## config.mk

```make
export PLATFORM = sky130hd
export DESIGN_NAME = mem_arbiter
export DESIGN_NICKNAME = d
export VERILOG_FILES = /design/src/rtl/mem_pkg.sv /design/src/rtl/word_counter.sv /design/src/rtl/mem_arbiter.sv
export SDC_FILE = /design/constraint.sdc
export NUM_CORES = 1
export LEC_CHECK = 0
export ABC_AREA = 1
export BUFFER_PORTS_ARGS = -buffer_cell sky130_fd_sc_hd__buf_2
export CAP_MARGIN = 15
export CELL_PAD_IN_SITES_DETAIL_PLACEMENT = 0
export CELL_PAD_IN_SITES_GLOBAL_PLACEMENT = 1
export CORE_MARGIN = 2
export CORE_UTILIZATION = 31
export CTS_CLUSTER_SIZE = 40
export DETAILED_ROUTE_END_ITERATION = 7
export PLACE_DENSITY = 0.78
export SETUP_SLACK_MARGIN = 0.05
export SLEW_MARGIN = 10
export SYNTH_ARGS = -nofsm -noshare
export SYNTH_HDL_FRONTEND = slang
export SYNTH_HIERARCHICAL = 1
export SYNTH_SLANG_ARGS = --single-unit
```

## constraint.sdc

```tcl
create_clock -name clk -period 3 [get_ports clk]
set_clock_uncertainty 0.15 [all_clocks]
set_input_delay 0.9 -clock clk [delete_from_list [all_inputs] [get_ports clk]]
set_output_delay 0.9 -clock clk [all_outputs]
set_load 0.05 [all_outputs]
```

## src/rtl/mem_pkg.sv

```systemverilog
// mem_pkg: types and constants shared by the memory arbiter and its counter.
//   state_e   - arbiter FSM states
//   BLK_BYTES - bytes per cache block
//   BLK_OFF_W - byte-offset bits inside a block (cleared to form a fill base)
package mem_pkg;

   typedef enum logic [2:0] {
      IDLE,
      WRITE,
      FILL_I,
      FILL_D,
      DONE
   } state_e;

   localparam int BLK_BYTES = 16;
   localparam int BLK_OFF_W = 4;

endpackage

```

## src/rtl/word_counter.sv

```systemverilog
// word_counter: 3-bit up-counter with synchronous clear, count enable and a
// terminal flag that is high while the count sits at its last value (7).
//   clk, rst_n  clock, asynchronous active-low reset
//   clr         synchronous clear (wins over en)
//   en          increment enable
//   cnt         current count
//   term        cnt == 7
module word_counter (
   input  logic       clk,
   input  logic       rst_n,
   input  logic       clr,
   input  logic       en,
   output logic [2:0] cnt,
   output logic       term
);

   logic [2:0] cnt_q, cnt_d;

   always_comb begin
      cnt_d = cnt_q;
      if (clr) begin
         cnt_d = 3'd0;
      end else if (en) begin
         cnt_d = cnt_q + 3'd1;
      end
   end

   always_ff @(posedge clk or negedge rst_n) begin
      if (!rst_n) begin
         cnt_q <= 3'd0;
      end else begin
         cnt_q <= cnt_d;
      end
   end

   assign cnt  = cnt_q;
   assign term = (cnt_q == 3'd7);

endmodule

```

## src/rtl/mem_arbiter.sv

```systemverilog
// mem_arbiter: sequences the single main-memory port between I-cache fills,
// D-cache fills and D-cache write-through stores, one transaction at a time.
//   i_miss/i_miss_addr          I-cache fill request (level)
//   d_miss/d_miss_addr          D-cache fill request (level)
//   d_wr_req/d_wr_addr/d_wr_data store write-through request (level)
//   mem_data_valid/mem_rdata    read data returning from memory
//   mem_en/mem_wr/mem_addr/mem_wdata  memory command port
//   fill_sel_d/fill_we/fill_word/fill_data/fill_tag_we  cache fill port
//   i_done/d_done/d_wr_ack      one-cycle completion pulses
//   busy                        high whenever a transaction is in progress
module mem_arbiter
   import mem_pkg::*;
#(
   parameter int ADDR_W    = 16,
   parameter int DATA_W    = 16,
   parameter int BLK_WORDS = 8,
   parameter int MEM_LAT   = 4
) (
   input  logic              clk,
   input  logic              rst_n,
   input  logic              i_miss,
   input  logic [ADDR_W-1:0] i_miss_addr,
   input  logic              d_miss,
   input  logic [ADDR_W-1:0] d_miss_addr,
   input  logic              d_wr_req,
   input  logic [ADDR_W-1:0] d_wr_addr,
   input  logic [DATA_W-1:0] d_wr_data,
   input  logic              mem_data_valid,
   input  logic [DATA_W-1:0] mem_rdata,
   output logic              mem_en,
   output logic              mem_wr,
   output logic [ADDR_W-1:0] mem_addr,
   output logic [DATA_W-1:0] mem_wdata,
   output logic              fill_sel_d,
   output logic              fill_we,
   output logic [2:0]        fill_word,
   output logic [DATA_W-1:0] fill_data,
   output logic              fill_tag_we,
   output logic              i_done,
   output logic              d_done,
   output logic              d_wr_ack,
   output logic              busy
);

   // The counters and block-offset math assume 8 x 16-bit words per block;
   // latency only affects when data returns, which the receive side tracks.
   if (BLK_WORDS != 8 || BLK_WORDS * (DATA_W / 8) != BLK_BYTES ||
       MEM_LAT < 1 || ADDR_W <= BLK_OFF_W) begin : g_bad_cfg
      $error("mem_arbiter: unsupported parameter combination");
   end

   state_e            state_q, state_d;
   logic [ADDR_W-1:0] addr_q, addr_d;
   logic [DATA_W-1:0] data_q, data_d;
   logic              sel_d_q, sel_d_d;
   logic              issue_done_q, issue_done_d;

   logic [2:0] icnt, rcnt;
   logic       icnt_term, rcnt_term;
   logic       in_fill, issue_en, recv_en, cnt_clr;

   assign in_fill  = (state_q == FILL_I) || (state_q == FILL_D);
   // All 8 reads are issued back-to-back; the sticky flag stops issuing once
   // the 3-bit issue counter has wrapped past its last word.
   assign issue_en = in_fill && !issue_done_q;
   // Valid data outside a fill is stray and must never reach a cache.
   assign recv_en  = in_fill && mem_data_valid;
   assign cnt_clr  = (state_q == IDLE);

   word_counter u_issue_cnt (
      .clk   (clk),
      .rst_n (rst_n),
      .clr   (cnt_clr),
      .en    (issue_en),
      .cnt   (icnt),
      .term  (icnt_term)
   );

   word_counter u_recv_cnt (
      .clk   (clk),
      .rst_n (rst_n),
      .clr   (cnt_clr),
      .en    (recv_en),
      .cnt   (rcnt),
      .term  (rcnt_term)
   );

   // State register and transaction latches
   always_ff @(posedge clk or negedge rst_n) begin
      if (!rst_n) begin
         state_q      <= IDLE;
         addr_q       <= '0;
         data_q       <= '0;
         sel_d_q      <= 1'b0;
         issue_done_q <= 1'b0;
      end else begin
         state_q      <= state_d;
         addr_q       <= addr_d;
         data_q       <= data_d;
         sel_d_q      <= sel_d_d;
         issue_done_q <= issue_done_d;
      end
   end

   // Next-state logic; the D side wins because it is older in the pipeline
   always_comb begin
      state_d      = state_q;
      addr_d       = addr_q;
      data_d       = data_q;
      sel_d_d      = sel_d_q;
      issue_done_d = issue_done_q | (issue_en & icnt_term);
      case (state_q)
         IDLE: begin
            issue_done_d = 1'b0;
            if (d_wr_req) begin
               state_d = WRITE;
               addr_d  = d_wr_addr;
               data_d  = d_wr_data;
               sel_d_d = 1'b1;
            end else if (d_miss) begin
               state_d = FILL_D;
               addr_d  = {d_miss_addr[ADDR_W-1:BLK_OFF_W], {BLK_OFF_W{1'b0}}};
               sel_d_d = 1'b1;
            end else if (i_miss) begin
               state_d = FILL_I;
               addr_d  = {i_miss_addr[ADDR_W-1:BLK_OFF_W], {BLK_OFF_W{1'b0}}};
               sel_d_d = 1'b0;
            end
         end
         WRITE: state_d = IDLE;
         FILL_I, FILL_D: begin
            if (recv_en && rcnt_term) begin
               state_d = DONE;
            end
         end
         DONE: state_d = IDLE;
         default: state_d = IDLE;
      endcase
   end

   // Output logic
   always_comb begin
      mem_en      = 1'b0;
      mem_wr      = 1'b0;
      mem_addr    = '0;
      mem_wdata   = '0;
      fill_we     = 1'b0;
      fill_word   = 3'd0;
      fill_tag_we = 1'b0;
      i_done      = 1'b0;
      d_done      = 1'b0;
      d_wr_ack    = 1'b0;
      case (state_q)
         WRITE: begin
            mem_en    = 1'b1;
            mem_wr    = 1'b1;
            mem_addr  = addr_q;
            mem_wdata = data_q;
            d_wr_ack  = 1'b1;
         end
         FILL_I, FILL_D: begin
            if (issue_en) begin
               mem_en   = 1'b1;
               // Base is block-aligned, so the word offset never carries.
               mem_addr = addr_q + ADDR_W'({icnt, 1'b0});
            end
            fill_we     = recv_en;
            fill_word   = recv_en ? rcnt : 3'd0;
            fill_tag_we = recv_en && rcnt_term;
         end
         DONE: begin
            i_done = !sel_d_q;
            d_done = sel_d_q;
         end
         default: ;
      endcase
   end

   assign fill_sel_d = sel_d_q;
   assign fill_data  = mem_rdata;
   assign busy       = (state_q != IDLE);

endmodule

```

==> results.md, run 1 <==
Routing:
- The detailed-route DRC error count is 0.
- The number of DRC markers in iteration 0 is between 80 and 90.
- The first detailed-routing pass ran for 4 iterations.
- The antenna violation net count after detailed routing is 0.
- The average detailed-routed wire length per instance is around 12 um.
- The routed design has between 7000 and 8000 um of wire.
- After detailed routing, the number of vias per cell comes to 4.474.
- Across all layers, the routed design uses approximately 2900 vias.

Timing:
- Setup repair after global routing could not meet its margin everywhere.
- The number of pins with negative max-slew slack in the final report is 0.
- The final critical path takes up about 100% of the cycle.
- The fmax is roughly 330 MHz.
- The minimum setup slack in the final design is approximately 0.01 ns.
- The sum of negative setup slack is 0 ns.
- Measured against its own limit, the worst slew margin works out to about 73%.
- The number of hold-slack violations in the final timing report is 0.
- The final count of negative-setup-slack endpoints is 0.
- The worst path in the final design needs a cycle of between 2 and 3 ns, including I/O delays and setup.
- At the pin with the least slew margin, the transition time is 0.4111 ns.
- The tightest hold margin is ~0.3 ns.

Job:
- The number of max-cap violations is 0.

Finish:
- The multi-input gate area in the final layout is 1550 sq um.
- The post-route netlist has approximately 33% of its cells at a drive strength greater than 1.
- Compared with the post-synthesis result, the final layout area differs by 28.37%.
- The number of diodes added for antenna fixing is 0.
- The number of nets in the layout is between 600 and 700.
- Cells fill about two fifths of the core in the end.
- The final-layout fill cell count is 1016.
- Registers take approximately 1100 sq um.

CTS:
- The clock drives 43 sinks.
- The maximum level of the CTS H-tree is 2.
- The maximum number of buffers from clock root to sink is 2.
- The clock slew seen by the registers of the worst setup and hold paths is roughly 0.090 ns.
- The number of hold buffers added after CTS is 0.
- The number of buffers added by the clock tree synthesis step is 5.
- The clock network latency to the later pin of the worst-skew pair is slightly below 0.3 ns.
- TritonCTS built the clock tree.
- The library cell used as clock root buffer is sky130_fd_sc_hd__clkbuf_8.

Power:
- The worst-case IR drop observed on VDD is about 0.35 mV.
- Summed over all cells, the static leakage comes to 0.002064 uW.
- The total power density per cell area is 1067 nW/um^2.

Synthesis:
- For this run, the leading register cell type out of synthesis is sky130_fd_sc_hd__dfrtp_1.
- The synthesized netlist occupies a cell area of 2955 sq um.
- The synthesis warning total is 6.
- Summing the sequential cell areas from Yosys gives 36.41% of the chip area.
- The number of distinct standard cells referenced by the synthesized netlist is 30.
- In the synthesized netlist, the number of instances is approximately 420.
- The number of nets in the synthesized netlist is between 500 and 600.
- The number of storage elements in the synthesis netlist is 43.
- The proportion of register bits with asynchronous set or reset after synthesis is between 90% and 100%.
- The count of flip-flops with a built-in enable after synthesis is 0.
- The average cell area after synthesis is between 6 and 7 sq um.

Floorplanning:
- The floorplan step defined a die boundary enclosing 10330 sq um.
- From bottom edge to top edge, the die measures 101.6 um.
- The floorplan core area is just over 9000 sq um.
- The die span in x is just over 100 um.
- 146 I/O pins were placed.
- The starting density of the core is between 30% and 40%.
- The floorplan has 35 rows.

Setup path:
- The worst setup path is launched from a flop.
- STA puts the critical path data arrival time at 1.94 ns.
- The worst endpoint required time is ~2 ns.
- Of all nets on the critical path, the largest fanout is 7.
- The element type at the critical path end is an output pin.
- The critical path is of the flop to output pin type.

GRT:
- For this run the aggregate overflow at the end of global routing stands at 0.
- The first global-routing pass estimated between 10000 and 15000 um of wire.
- The number of antenna violations at the first check in global routing was 0.
- The via count of the first global-routing pass is about 2700.
- The global-route usage over all layers is 15.54%.
- The pin count of the biggest net entering global routing is 33.

Placement:
- Timing analysis after detailed placement gives a worst setup slack of ~0.011 ns.
- The HPWL after detailed placement is approximately 6200 um.
- Routability-driven placement finished with a final weighted congestion of 0.8775.
- During placement, the flow inserted port buffers numbering 105.

Outcome:
- The flow ran to the end, and the final reports show no timing, DRC or antenna violations.

Worst hold path:
- The path class of the tightest hold or removal check is input port to async pin.
critical path: stages (launching register included):
cell,delay [ns]
sky130_fd_sc_hd__dfrtp_1,0.42
sky130_fd_sc_hd__ha_4,0.18
sky130_fd_sc_hd__fa_2,0.35
sky130_fd_sc_hd__nand2_2,0.10
sky130_fd_sc_hd__nand2_4,0.09
sky130_fd_sc_hd__nand3_2,0.10
sky130_fd_sc_hd__nor2_1,0.04
sky130_fd_sc_hd__nand2_1,0.05
sky130_fd_sc_hd__nand3_1,0.07
sky130_fd_sc_hd__nand2_1,0.09
sky130_fd_sc_hd__buf_6,0.16
area by class of cell:
class / instances / area share (%)
clock inverter: 2 / 0.3298
clock buffer: 6 / 1.913
inverter: 62 / 6.201
sequential: 43 / 28.36
timing repair buffer: 117 / 18.07
multi-input combinational: 287 / 40.86
tap: 129 / 4.255
cell families after synthesis:
logic type / count (synthesis) / synth area share [%]
compound gates: 64 / 13.38
xor+xnor: 1 / 0.2964
buf+inv: 93 / 16.00
fa+ha+maj: 8 / 3.641
flops: 43 / 36.41
simple gates: 214 / 30.27
repair_timing:
action                     in CTS  in global routing
setup buffers                   1                  1
setup endpoints to repair      14                 16
resized for setup              32                 12
pin swaps                       5                  2
per-layer routing:
metal	up-vias	global-route usage, %	share of wire (%)	wire length [um]
met5	-	0	0	0
met4	0	5.821	1.3	99
met3	6	1.794	3.5	277
met2	69	25.61	49	3832
met1	1321	20.94	46	3642
li1	1494	-	-	-
cells in the mapped netlist (2+ instances only):
cell type | instances | area share [%]
sky130_fd_sc_hd__ha_1 | 7 | 3.0
sky130_fd_sc_hd__nand2_1 | 106 | 13
sky130_fd_sc_hd__nor2_4 | 2 | 0.76
sky130_fd_sc_hd__nor2_1 | 68 | 8.6
sky130_fd_sc_hd__nand3_1 | 27 | 4.6
sky130_fd_sc_hd__o22ai_1 | 2 | 0.42
sky130_fd_sc_hd__nand2_4 | 2 | 0.76
sky130_fd_sc_hd__o21ai_2 | 10 | 3.0
sky130_fd_sc_hd__a31oi_1 | 12 | 2.5
sky130_fd_sc_hd__inv_1 | 60 | 7.6
sky130_fd_sc_hd__dfrtp_1 | 43 | 36
sky130_fd_sc_hd__buf_4 | 20 | 5.1
sky130_fd_sc_hd__nor2_2 | 3 | 0.64
sky130_fd_sc_hd__nand4_1 | 3 | 0.64
sky130_fd_sc_hd__buf_2 | 6 | 1.0
sky130_fd_sc_hd__a21oi_1 | 19 | 3.2
sky130_fd_sc_hd__o21ai_0 | 18 | 3.0
sky130_fd_sc_hd__buf_6 | 3 | 1.1
where the power goes:
group | switching, uW | internal, uW
logic | 1830 | 827
registers | 195 | 834
clock network | 196 | 163
total | 2220 | 1820
worst paths after layout:
kind	slack, ns	endpoint	start	depth (start not counted)
setup reg to reg	1.34	addr_q[6]$_DFFE_PN0P_	state_q[0]$_DFFE_PN0P_	6
hold / removal	0.30	addr_q[12]$_DFFE_PN0P_	rst_n	1
hold reg to reg	0.36	u_recv_cnt/cnt[1]$_DFFE_PN0P_	u_recv_cnt/cnt[1]$_DFFE_PN0P_	2
setup / recovery	0.01	mem_addr[15]	addr_q[1]$_DFFE_PN0P_	10
max in group asynchronous	1.86	state_q[2]$_DFFE_PN0P_	rst_n	2
min in group clk	0.36	u_recv_cnt/cnt[1]$_DFFE_PN0P_	u_recv_cnt/cnt[1]$_DFFE_PN0P_	2
sequential cells by signal, summed over array words and instances, names as in the netlist:
name             flops
state_q              3
data_q              16
addr_q              16
fill_sel_d           1
issue_done_q         1
u_recv_cnt/cnt       3
u_issue_cnt/cnt      3
layout by cell type (no fill, tap or decap), types with 3 or more instances in the layout:
cell	n
sky130_fd_sc_hd__nor2_4	7
sky130_fd_sc_hd__a21oi_1	17
sky130_fd_sc_hd__buf_2	89
sky130_fd_sc_hd__inv_1	59
sky130_fd_sc_hd__clkbuf_4	6
sky130_fd_sc_hd__nand3_2	3
sky130_fd_sc_hd__nor2_2	5
sky130_fd_sc_hd__dfrtp_1	43
sky130_fd_sc_hd__nand2_1	102
sky130_fd_sc_hd__buf_6	8
sky130_fd_sc_hd__o21ai_2	14
sky130_fd_sc_hd__nand3_1	24
sky130_fd_sc_hd__buf_4	14
sky130_fd_sc_hd__nor2_1	61
sky130_fd_sc_hd__o21ai_0	15
sky130_fd_sc_hd__nand2_2	4
sky130_fd_sc_hd__clkbuf_8	5
sky130_fd_sc_hd__ha_1	5
sky130_fd_sc_hd__a31oi_1	12
sky130_fd_sc_hd__nand4_1	3
sky130_fd_sc_hd__nand2_4	3
per-stage QoR:
step	std cells	power (uW)	instance area, sq um
floorplan	423	2959	3012
global placement	636	3433	3536
detailed placement	636	3465	3536
CTS	645	4023	3744
global route	646	4370	3794
finish	646	4047	3794
Power figures use the tool's default switching activity.
==> run 2: changes to the inputs <==
--- a/config.mk
+++ b/config.mk
@@ -5,19 +5,17 @@
 export SDC_FILE = /design/constraint.sdc
 export NUM_CORES = 1
 export LEC_CHECK = 0
-export ABC_AREA = 1
 export BUFFER_PORTS_ARGS = -buffer_cell sky130_fd_sc_hd__buf_2
 export CAP_MARGIN = 15
 export CELL_PAD_IN_SITES_DETAIL_PLACEMENT = 0
 export CELL_PAD_IN_SITES_GLOBAL_PLACEMENT = 1
 export CORE_MARGIN = 2
-export CORE_UTILIZATION = 31
+export CORE_UTILIZATION = 32
 export CTS_CLUSTER_SIZE = 40
 export DETAILED_ROUTE_END_ITERATION = 7
-export PLACE_DENSITY = 0.78
+export PLACE_DENSITY = 0.79
 export SETUP_SLACK_MARGIN = 0.05
 export SLEW_MARGIN = 10
 export SYNTH_ARGS = -nofsm -noshare
 export SYNTH_HDL_FRONTEND = slang
-export SYNTH_HIERARCHICAL = 1
 export SYNTH_SLANG_ARGS = --single-unit
==> constraint.sdc (replaced) <==
create_clock -name clk -period 3 [get_ports clk]
set_clock_uncertainty 0.15 [all_clocks]
set_input_delay 0.15 -clock clk [delete_from_list [all_inputs] [get_ports clk]]
set_output_delay 0.15 -clock clk [all_outputs]
set_load 0.05 [all_outputs]
==> results.md, run 2 <==
Outcome:
- The flow ran to the end, and the final reports show no timing, DRC or antenna violations.

Timing:
- The tightest hold margin came to 0.01002 ns (-0.2943 ns).
- The final count of negative-setup-slack endpoints was 0 (unchanged).
- The sum of negative setup slack is 0 ns (unchanged).
- The number of hold-slack violations in the final timing report was 0 (unchanged).
- Setup repair after global routing left no endpoint under its margin.
- The worst slew margin relative to its limit came to 36.79% (-36 points).
- The fmax is 366.4 MHz (+9.6%).
- The number of pins with negative max-slew slack in the final report is 0 (unchanged).
- The clock period minus final worst setup slack is 2.729 ns (-0.2608 ns).
- The worst-margin pin slew is 0.9481 ns (+0.5370 ns).
- The ratio of final minimum period to clock period is 90.97% (-8.7 points).

Finish:
- The share of final-layout standard cells stronger than drive strength 1 is 33.66% (+0.39 points).
- The largest registers in the layout are addr_q x16, data_q x16.
- The most common cell after layout, fill and taps aside is sky130_fd_sc_hd__buf_2.
- The number of nets in the layout came to 500 (-18%).
- From synthesis to final layout, the design area changed by 32.52%.
- The number of diodes added for antenna fixing is 0 (unchanged).
- The top cell types in the final layout, fill and taps aside, are sky130_fd_sc_hd__buf_2 (105), sky130_fd_sc_hd__dfrtp_1 (43), sky130_fd_sc_hd__nand2_1 (32), sky130_fd_sc_hd__dlygate4sd3_1 (26), sky130_fd_sc_hd__o21ai_0 (23).

CTS:
- The clock network latency to the later pin of the worst-skew pair came to 0.30 ns (about the same).
- The post-cts gate resize count is 0 (-100%).
- The clock slew seen by the registers of the worst setup and hold paths is 0.08 ns (about the same).
- TritonCTS built the clock tree.
- The total setup buffers inserted after CTS is 0 (-1).
- The number of hold buffers added after CTS is 26 (+26).
- The clock sink count is 43 (unchanged).
- The number of buffers added by the clock tree synthesis step came to 5 (unchanged).
- The maximum level of the CTS H-tree was 2 (unchanged).
- The maximum number of buffers from clock root to sink is 2 (unchanged).
- The tree is rooted in a sky130_fd_sc_hd__clkbuf_8.

Synthesis:
- The number of storage elements in the synthesis netlist is 43 (unchanged).
- The most frequent cell after synthesis is sky130_fd_sc_hd__dfrtp_1.
- The proportion of netlist area held by the largest area contributor is 39.61% (+3.2 points).
- The proportion of register bits with asynchronous set or reset after synthesis is 100.0% (unchanged).
- In the synthesized netlist, the cells that appear most often are sky130_fd_sc_hd__dfrtp_1 (43), sky130_fd_sc_hd__nand2_1 (32), sky130_fd_sc_hd__o21ai_0 (23).
- The average cell area after synthesis is 9.085 sq um (+30%).
- The number of nets in the synthesized netlist is 393 (-24%).
- The synthesis warning total is 0 (-6).
- The main flop type after synthesis is sky130_fd_sc_hd__dfrtp_1.
- The number of distinct standard cells referenced by the synthesized netlist is 38 (+27%).
- By area the synthesized netlist is led by sky130_fd_sc_hd__dfrtp_1 (40%), sky130_fd_sc_hd__mux2_2 (6.6%), sky130_fd_sc_hd__and3_1 (5.1%).
- The post-synthesis cell type with the largest combined area is sky130_fd_sc_hd__dfrtp_1.
- The part of the Yosys area used for sequential elements is 39.61% (+3.2 points).
- The count of flip-flops with a built-in enable after synthesis was 0 (unchanged).
- The gate count of the mapped netlist is 299 (-29%).
- The cell area after synthesis came to 2716 sq um (-8.1%).

Routing:
- The total via count in the routed design is 2525 (-13%).
- The detailed-route DRC error count is 0 (unchanged).
- The final wirelength is 6933 um (-12%).
- The antenna violation net count after detailed routing is 0 (unchanged).
- The average detailed-routed wire length per instance is 13.54 um (+11%).
- The number of search-and-repair iterations in the first detailed-routing pass is 4 (unchanged).
- The via count normalized by instance count is 4.932 (+10%).
- The number of DRC markers in iteration 0 is 94 (+6.8%).

Placement:
- The detailed placement HPWL is 5062 um (-18%).
- The total of buffers placed on input and output ports is 105 (unchanged).
- The weighted congestion at the end of routability-driven global placement was 0.8268 (-5.8%).

Setup path:
- The critical path data arrival time was 2.43 ns (+0.49 ns).
- STA classifies the critical path startpoint as a flop.
- The worst-path maximum fanout came to 3 (-4).
- The element type at the critical path end is an output pin.
- The path type of the worst setup path is flop to output pin.
- The worst endpoint required time came to 2.70 ns (+0.75 ns).

Floorplanning:
- The total die area was 9242 sq um (-11%).
- The floorplan core area is 8217 sq um (-11%).
- The starting density of the core is 33.06% (+1.1 points).
- The count of standard-cell rows came to 33 (-5.7%).
- The overall die height is 96.14 um (-5.4%).
- The die span in x is 96.14 um (-5.4%).
- The number of top-level design ports is 146 (unchanged).

Power:
- The fraction of power spent switching nets is 50.15% (-4.8 points).
- The leakage power of the design is 0.001860 uW (-9.9%).
- The cell-internal power is 1869 uW (+2.4%).
- The total power density per cell area came to 1041 nW/um^2 (-2.4%).
- The maximum VDD drop is 0.3198 mV (-8.7%).
- The clock network power share is 14.6% (+5.7 points).
- The proportion of power drawn by combinational gates is 54.8% (-11 points).
- The sequential group share of total power came to 30.6% (+5.2 points).
- The switching power of the nets is 1880 uW (-15%).

GRT:
- The first-pass GRT wire length is 11540 um (-9.6%).
- The final global-route overflow total came to 0 (unchanged).
- The number of antenna violations at the first check in global routing is 0 (unchanged).
- The pin count of the biggest net entering global routing is 44 (+33%).
- The global-route usage over all layers is 15.78% (+0.24 points).
- The via count of the first global-routing pass came to 2439 (-11%).

Worst hold path:
- The type of the tightest min-delay check is input port to flop.

Job:
- The number of max-cap violations is 0 (unchanged).
[run 2: changes by cell type after synthesis, moves of 16 or more]
cell	before	now
sky130_fd_sc_hd__nand2_1	106	32
sky130_fd_sc_hd__inv_1	60	1
sky130_fd_sc_hd__nor2_1	68	20
sky130_fd_sc_hd__and3_1	0	22
sky130_fd_sc_hd__nand3_1	27	10
sky130_fd_sc_hd__mux2_2	0	16
[run 2: logic make-up (layout without fill, tap and decap cells)]
family,count (synthesis),after routing,share of synthesized area (%)
xor+xnor,3,3,0.9675
flops,43,43,39.61
simple gates,109,109,20.54
buf+inv,38,146,8.060
fa+ha+maj,8,8,3.961
mux,29,29,11.42
compound gates,69,69,15.43
[run 2: power groups by stage]
stage               combinational, uW  clock (uW)  sequential [uW]
floorplan                        1700           0             1050
global placement                 2010           0             1140
detailed placement               2040           0             1160
CTS                              2070         567             1140
global route                     2260         588             1200
finish                           2060         547             1150
[run 2: critical path: stages (launching register included)]
cell                       delay, ns
sky130_fd_sc_hd__dfrtp_1        0.41
sky130_fd_sc_hd__ha_1           0.23
sky130_fd_sc_hd__fa_1           0.43
sky130_fd_sc_hd__a21oi_1        0.31
sky130_fd_sc_hd__nor4_1         0.12
sky130_fd_sc_hd__nand2b_1       0.15
sky130_fd_sc_hd__a31oi_1        0.20
sky130_fd_sc_hd__buf_2          0.30
[run 2: through the flow]
stage | setup slack (ns) | total power, uW | utilization (%) | cells | cell area, sq um
2_1_floorplan | 0.2304 | 2752 | - | 299 | 2716
3_3_place_gp | 0.6291 | 3155 | 38.94 | 478 | 3199
3_5_place_dp | 0.5633 | 3199 | 38.94 | 478 | 3199
4_1_cts | 0.2227 | 3782 | 43.81 | 512 | 3600
5_1_grt | 0.05871 | 4051 | 43.81 | 512 | 3600
6_report | 0.2708 | 3748 | 43.81 | 512 | 3600
[run 2: worst paths after layout]
kind | from | end | slack [ns] | cells after the start
setup / recovery | addr_q[1]$_DFFE_PN0P_ | mem_addr[15] | 0.27 | 7
hold / removal | d_wr_addr[10] | addr_q[10]$_DFFE_PN0P_ | 0.01 | 3
setup reg to reg | state_q[0]$_DFFE_PN0P_ | data_q[7]$_DFFE_PN0P_ | 0.92 | 5
hold reg to reg | data_q[4]$_DFFE_PN0P_ | data_q[4]$_DFFE_PN0P_ | 0.36 | 1
max in group asynchronous | rst_n | u_issue_cnt.cnt[0]$_DFFE_PN0P_ | 1.71 | 2
min in group asynchronous | rst_n | u_recv_cnt.cnt[2]$_DFFE_PN0P_ | 0.39 | 2
[run 2: cell type report]
class                   count  area (sq um)
clock inverters             3         71.32
flip-flops and latches     43          1076
well taps                 105         131.4
multi-input cells         218          1421
fillers                   862          4617
clock buffers               5         68.82
repair buffers            136         823.3
inverters                   2         7.507
[run 2: metal layers]
metal  vias up  global-route usage [%]  routed length, um
li1       1268                       -                  -
met1      1162                   21.12               3149
met2        86                   25.46               3228
met3         9                   3.289                458
met4         0                   5.000                 97
met5         -                       0                  0
==> run 3: changes to the inputs <==
--- a/config.mk
+++ b/config.mk
@@ -7,13 +7,11 @@
 export LEC_CHECK = 0
 export BUFFER_PORTS_ARGS = -buffer_cell sky130_fd_sc_hd__buf_2
 export CAP_MARGIN = 15
-export CELL_PAD_IN_SITES_DETAIL_PLACEMENT = 0
-export CELL_PAD_IN_SITES_GLOBAL_PLACEMENT = 1
 export CORE_MARGIN = 2
-export CORE_UTILIZATION = 32
+export CORE_UTILIZATION = 45
 export CTS_CLUSTER_SIZE = 40
 export DETAILED_ROUTE_END_ITERATION = 7
-export PLACE_DENSITY = 0.79
+export PLACE_DENSITY = 0.78
 export SETUP_SLACK_MARGIN = 0.05
 export SLEW_MARGIN = 10
 export SYNTH_ARGS = -nofsm -noshare
==> results.md, run 3 (synthesis gave the netlist of run 2 again) <==
GRT:
- The first-pass GRT wire length was 11030 um (-4.5%).
- The global-route usage over all layers is 21.24% (+5.5 points).
- The final global-route overflow total is 0 (unchanged).
- The number of antenna violations at the first check in global routing is 0 (unchanged).
- The pin count of the biggest net entering global routing is 44 (unchanged).
- The via count of the first global-routing pass is 2442 (+0.12%).

Power:
- The switching power of the nets is 1895 uW (+0.83%).
- The cell-internal power is 1703 uW (-8.9%).
- The sequential group share of total power was 32.0% (+1.4 points).
- The proportion of power drawn by combinational gates was 57.4% (+2.6 points).
- The fraction of power spent switching nets is 52.68% (+2.5 points).
- The maximum VDD drop was 0.6118 mV (+91%).
- The leakage power of the design is 0.001851 uW (-0.46%).
- The total power density per cell area is 1009 nW/um^2 (-3.1%).
- The total power after layout is 3598 uW (-4.0%).
- The clock network power share is 10.6% (-4.0 points).

Setup path:
- The delay of the slowest cell on the worst path is 0.42 ns (about the same).
- The family of cells with the greatest summed delay on the critical path is adder cells.
- The worst-path maximum fanout is 4 (+1).
- The critical path launch point type is a flop.
- On the critical path, the stage with the largest delay is an instance of sky130_fd_sc_hd__dfrtp_1.
- The path type of the worst setup path is flop to output pin.
- STA classifies the critical path endpoint as an output pin.
- The count of buffer and inverter cells on the critical path was 1 (unchanged).
- The critical path data arrival time is 2.41 ns (-0.02 ns).
- Walking the worst path, the cells encountered are ha_1 > fa_1 > a21oi_1 > nor4_1 > nand2b_1 > a31oi_1 > buf_2.
- The worst endpoint required time is 2.70 ns (about the same).

Timing:
- The number of hold-slack violations in the final timing report is 0 (unchanged).
- The worst-margin pin slew is 0.9306 ns (-0.01751 ns).
- The clock period minus final worst setup slack is 2.709 ns (-0.02018 ns).
- The number of pins with negative max-slew slack in the final report came to 0 (unchanged).
- The sum of negative setup slack is 0 ns (unchanged).
- The tightest hold margin was 0.01270 ns (+0.002682 ns).
- The ratio of final minimum period to clock period is 90.30% (-0.67 points).
- Setup repair after global routing left no endpoint under its margin.
- The fmax is 369.1 MHz (+0.75%).
- The worst slew margin relative to its limit came to 37.96% (+1.2 points).
- The final count of negative-setup-slack endpoints is 0 (unchanged).

CTS:
- The clock sink count is 43 (unchanged).
- The number of buffers added by the clock tree synthesis step is 5 (unchanged).
- The maximum level of the CTS H-tree is 2 (unchanged).
- The clock slew seen by the registers of the worst setup and hold paths is 0.09 ns (about the same).
- The maximum number of buffers from clock root to sink is 2 (unchanged).
- The total setup buffers inserted after CTS came to 0 (unchanged).
- The clock network latency to the later pin of the worst-skew pair is 0.30 ns (about the same).
- The number of hold buffers added after CTS is 31 (+19%).
- The post-cts gate resize count came to 0 (unchanged).
- The clock tree from TritonCTS is done.
- The cell sitting at the root of the clock tree is a sky130_fd_sc_hd__clkbuf_8.

Finish:
- In the layout the commonest cells are sky130_fd_sc_hd__buf_2 (105), sky130_fd_sc_hd__dfrtp_1 (43), sky130_fd_sc_hd__nand2_1 (32), sky130_fd_sc_hd__dlygate4sd3_1 (31), sky130_fd_sc_hd__o21ai_0 (23).
- The number of nets in the layout is 505 (+1.0%).
- The share of final-layout standard cells stronger than drive strength 1 is 33.25% (-0.41 points).
- In the final layout, the registers with the most flip-flops are addr_q x16, data_q x16.
- The most common cell after layout, fill and taps aside is sky130_fd_sc_hd__buf_2.
- The number of diodes added for antenna fixing is 0 (unchanged).
- The layout overhead on the synthesized area is 31.23%.

Floorplanning:
- The total die area was 6674 sq um (-28%).
- The count of standard-cell rows is 28 (-15%).
- The overall die height is 81.70 um (-15%).
- The floorplan core area is 5886 sq um (-28%).
- The number of top-level design ports was 146 (unchanged).
- The starting density of the core is 46.15% (+13 points).
- The die span in x is 81.70 um (-15%).

Placement:
- The weighted congestion at the end of routability-driven global placement is 0.8543 (+3.3%).
- The total of buffers placed on input and output ports is 105 (unchanged).
- The detailed placement HPWL came to 4832 um (-4.6%).

Routing:
- The detailed-route DRC error count is 0 (unchanged).
- The final wirelength is 6989 um (+0.81%).
- The via count normalized by instance count was 5.269 (+6.8%).
- The total via count in the routed design is 2566 (+1.6%).
- The antenna violation net count after detailed routing is 0 (unchanged).
- The number of DRC markers in iteration 0 is 195 (+110%).
- The average detailed-routed wire length per instance is 14.35 um (+6.0%).
- The number of search-and-repair iterations in the first detailed-routing pass is 4 (unchanged).

Worst hold path:
- The type of the tightest min-delay check is input port to flop.

Job:
- The number of max-cap violations was 0 (unchanged).

Outcome:
- The flow ran to the end, and the final reports show no timing, DRC or antenna violations.
[run 3: changes by cell type in the layout (fill, tap and decap cells not counted), sizes merged]
cell	previous run	this run
clkinvlp	0	2
dlygate4sd3	26	31
bufinv	2	0
[run 3: path summary, 6_finish.rpt]
| path | startpoint | to | slack (ns) | cells past startpoint |
|---|---|---|---|---|
| max | u_issue_cnt.cnt[0]$_DFFE_PN0P_ | mem_addr[15] | 0.29 | 7 |
| min | d_wr_addr[6] | addr_q[6]$_DFFE_PN0P_ | 0.01 | 3 |
| max reg2reg | state_q[0]$_DFFE_PN0P_ | data_q[2]$_DFFE_PN0P_ | 0.93 | 5 |
| min reg2reg | data_q[3]$_DFFE_PN0P_ | data_q[3]$_DFFE_PN0P_ | 0.36 | 1 |
| max in group asynchronous | rst_n | data_q[1]$_DFFE_PN0P_ | 1.75 | 2 |
| min in group asynchronous | rst_n | addr_q[11]$_DFFE_PN0P_ | 0.37 | 2 |
[run 3: final cells by class]
type	instances	area, sq um
fillers	523	2321
repair buffers	141	873.3
inverters	2	7.507
well taps	75	93.84
flip-flops and latches	43	1076
clock inverters	3	23.77
multi-input cells	218	1421
clock buffers	5	68.82
[run 3: worst reg2reg max path, cell delays in order (launching register included)]
cell                      delay [ns]
sky130_fd_sc_hd__dfrtp_1        0.61
sky130_fd_sc_hd__nor3_2         0.25
sky130_fd_sc_hd__buf_4          0.17
sky130_fd_sc_hd__and2_1         0.13
sky130_fd_sc_hd__buf_4          0.26
sky130_fd_sc_hd__mux2_2         0.39
[run 3: metal layers]
layer / global-route usage (%) / vias up / wire length, um
met5: 0 / - / 0
met4: 8.000 / 0 / 108
met3: 2.637 / 13 / 359
met2: 36.31 / 81 / 3461
met1: 27.61 / 1192 / 3060
li1: - / 1280 / -
[run 3: power by group through the flow]
stage,sequential [uW],combinational (uW),clock [uW]
2_1_floorplan,1050,1700,0
3_3_place_gp,1130,1990,0
3_5_place_dp,1160,2040,0
4_1_cts,1140,2070,397
5_1_grt,1200,2240,418
6_report,1150,2070,380
[run 3: per-stage QoR]
step,setup WS (ns),utilization [%],std cells,instance area [sq um]
4_1_cts,0.2909,60.57,487,3565
5_1_grt,0.1627,60.57,487,3565
3_5_place_dp,0.6310,53.72,448,3162
6_report,0.2910,60.57,487,3565
2_1_floorplan,0.2304,-,299,2716
3_3_place_gp,0.6423,53.72,448,3162
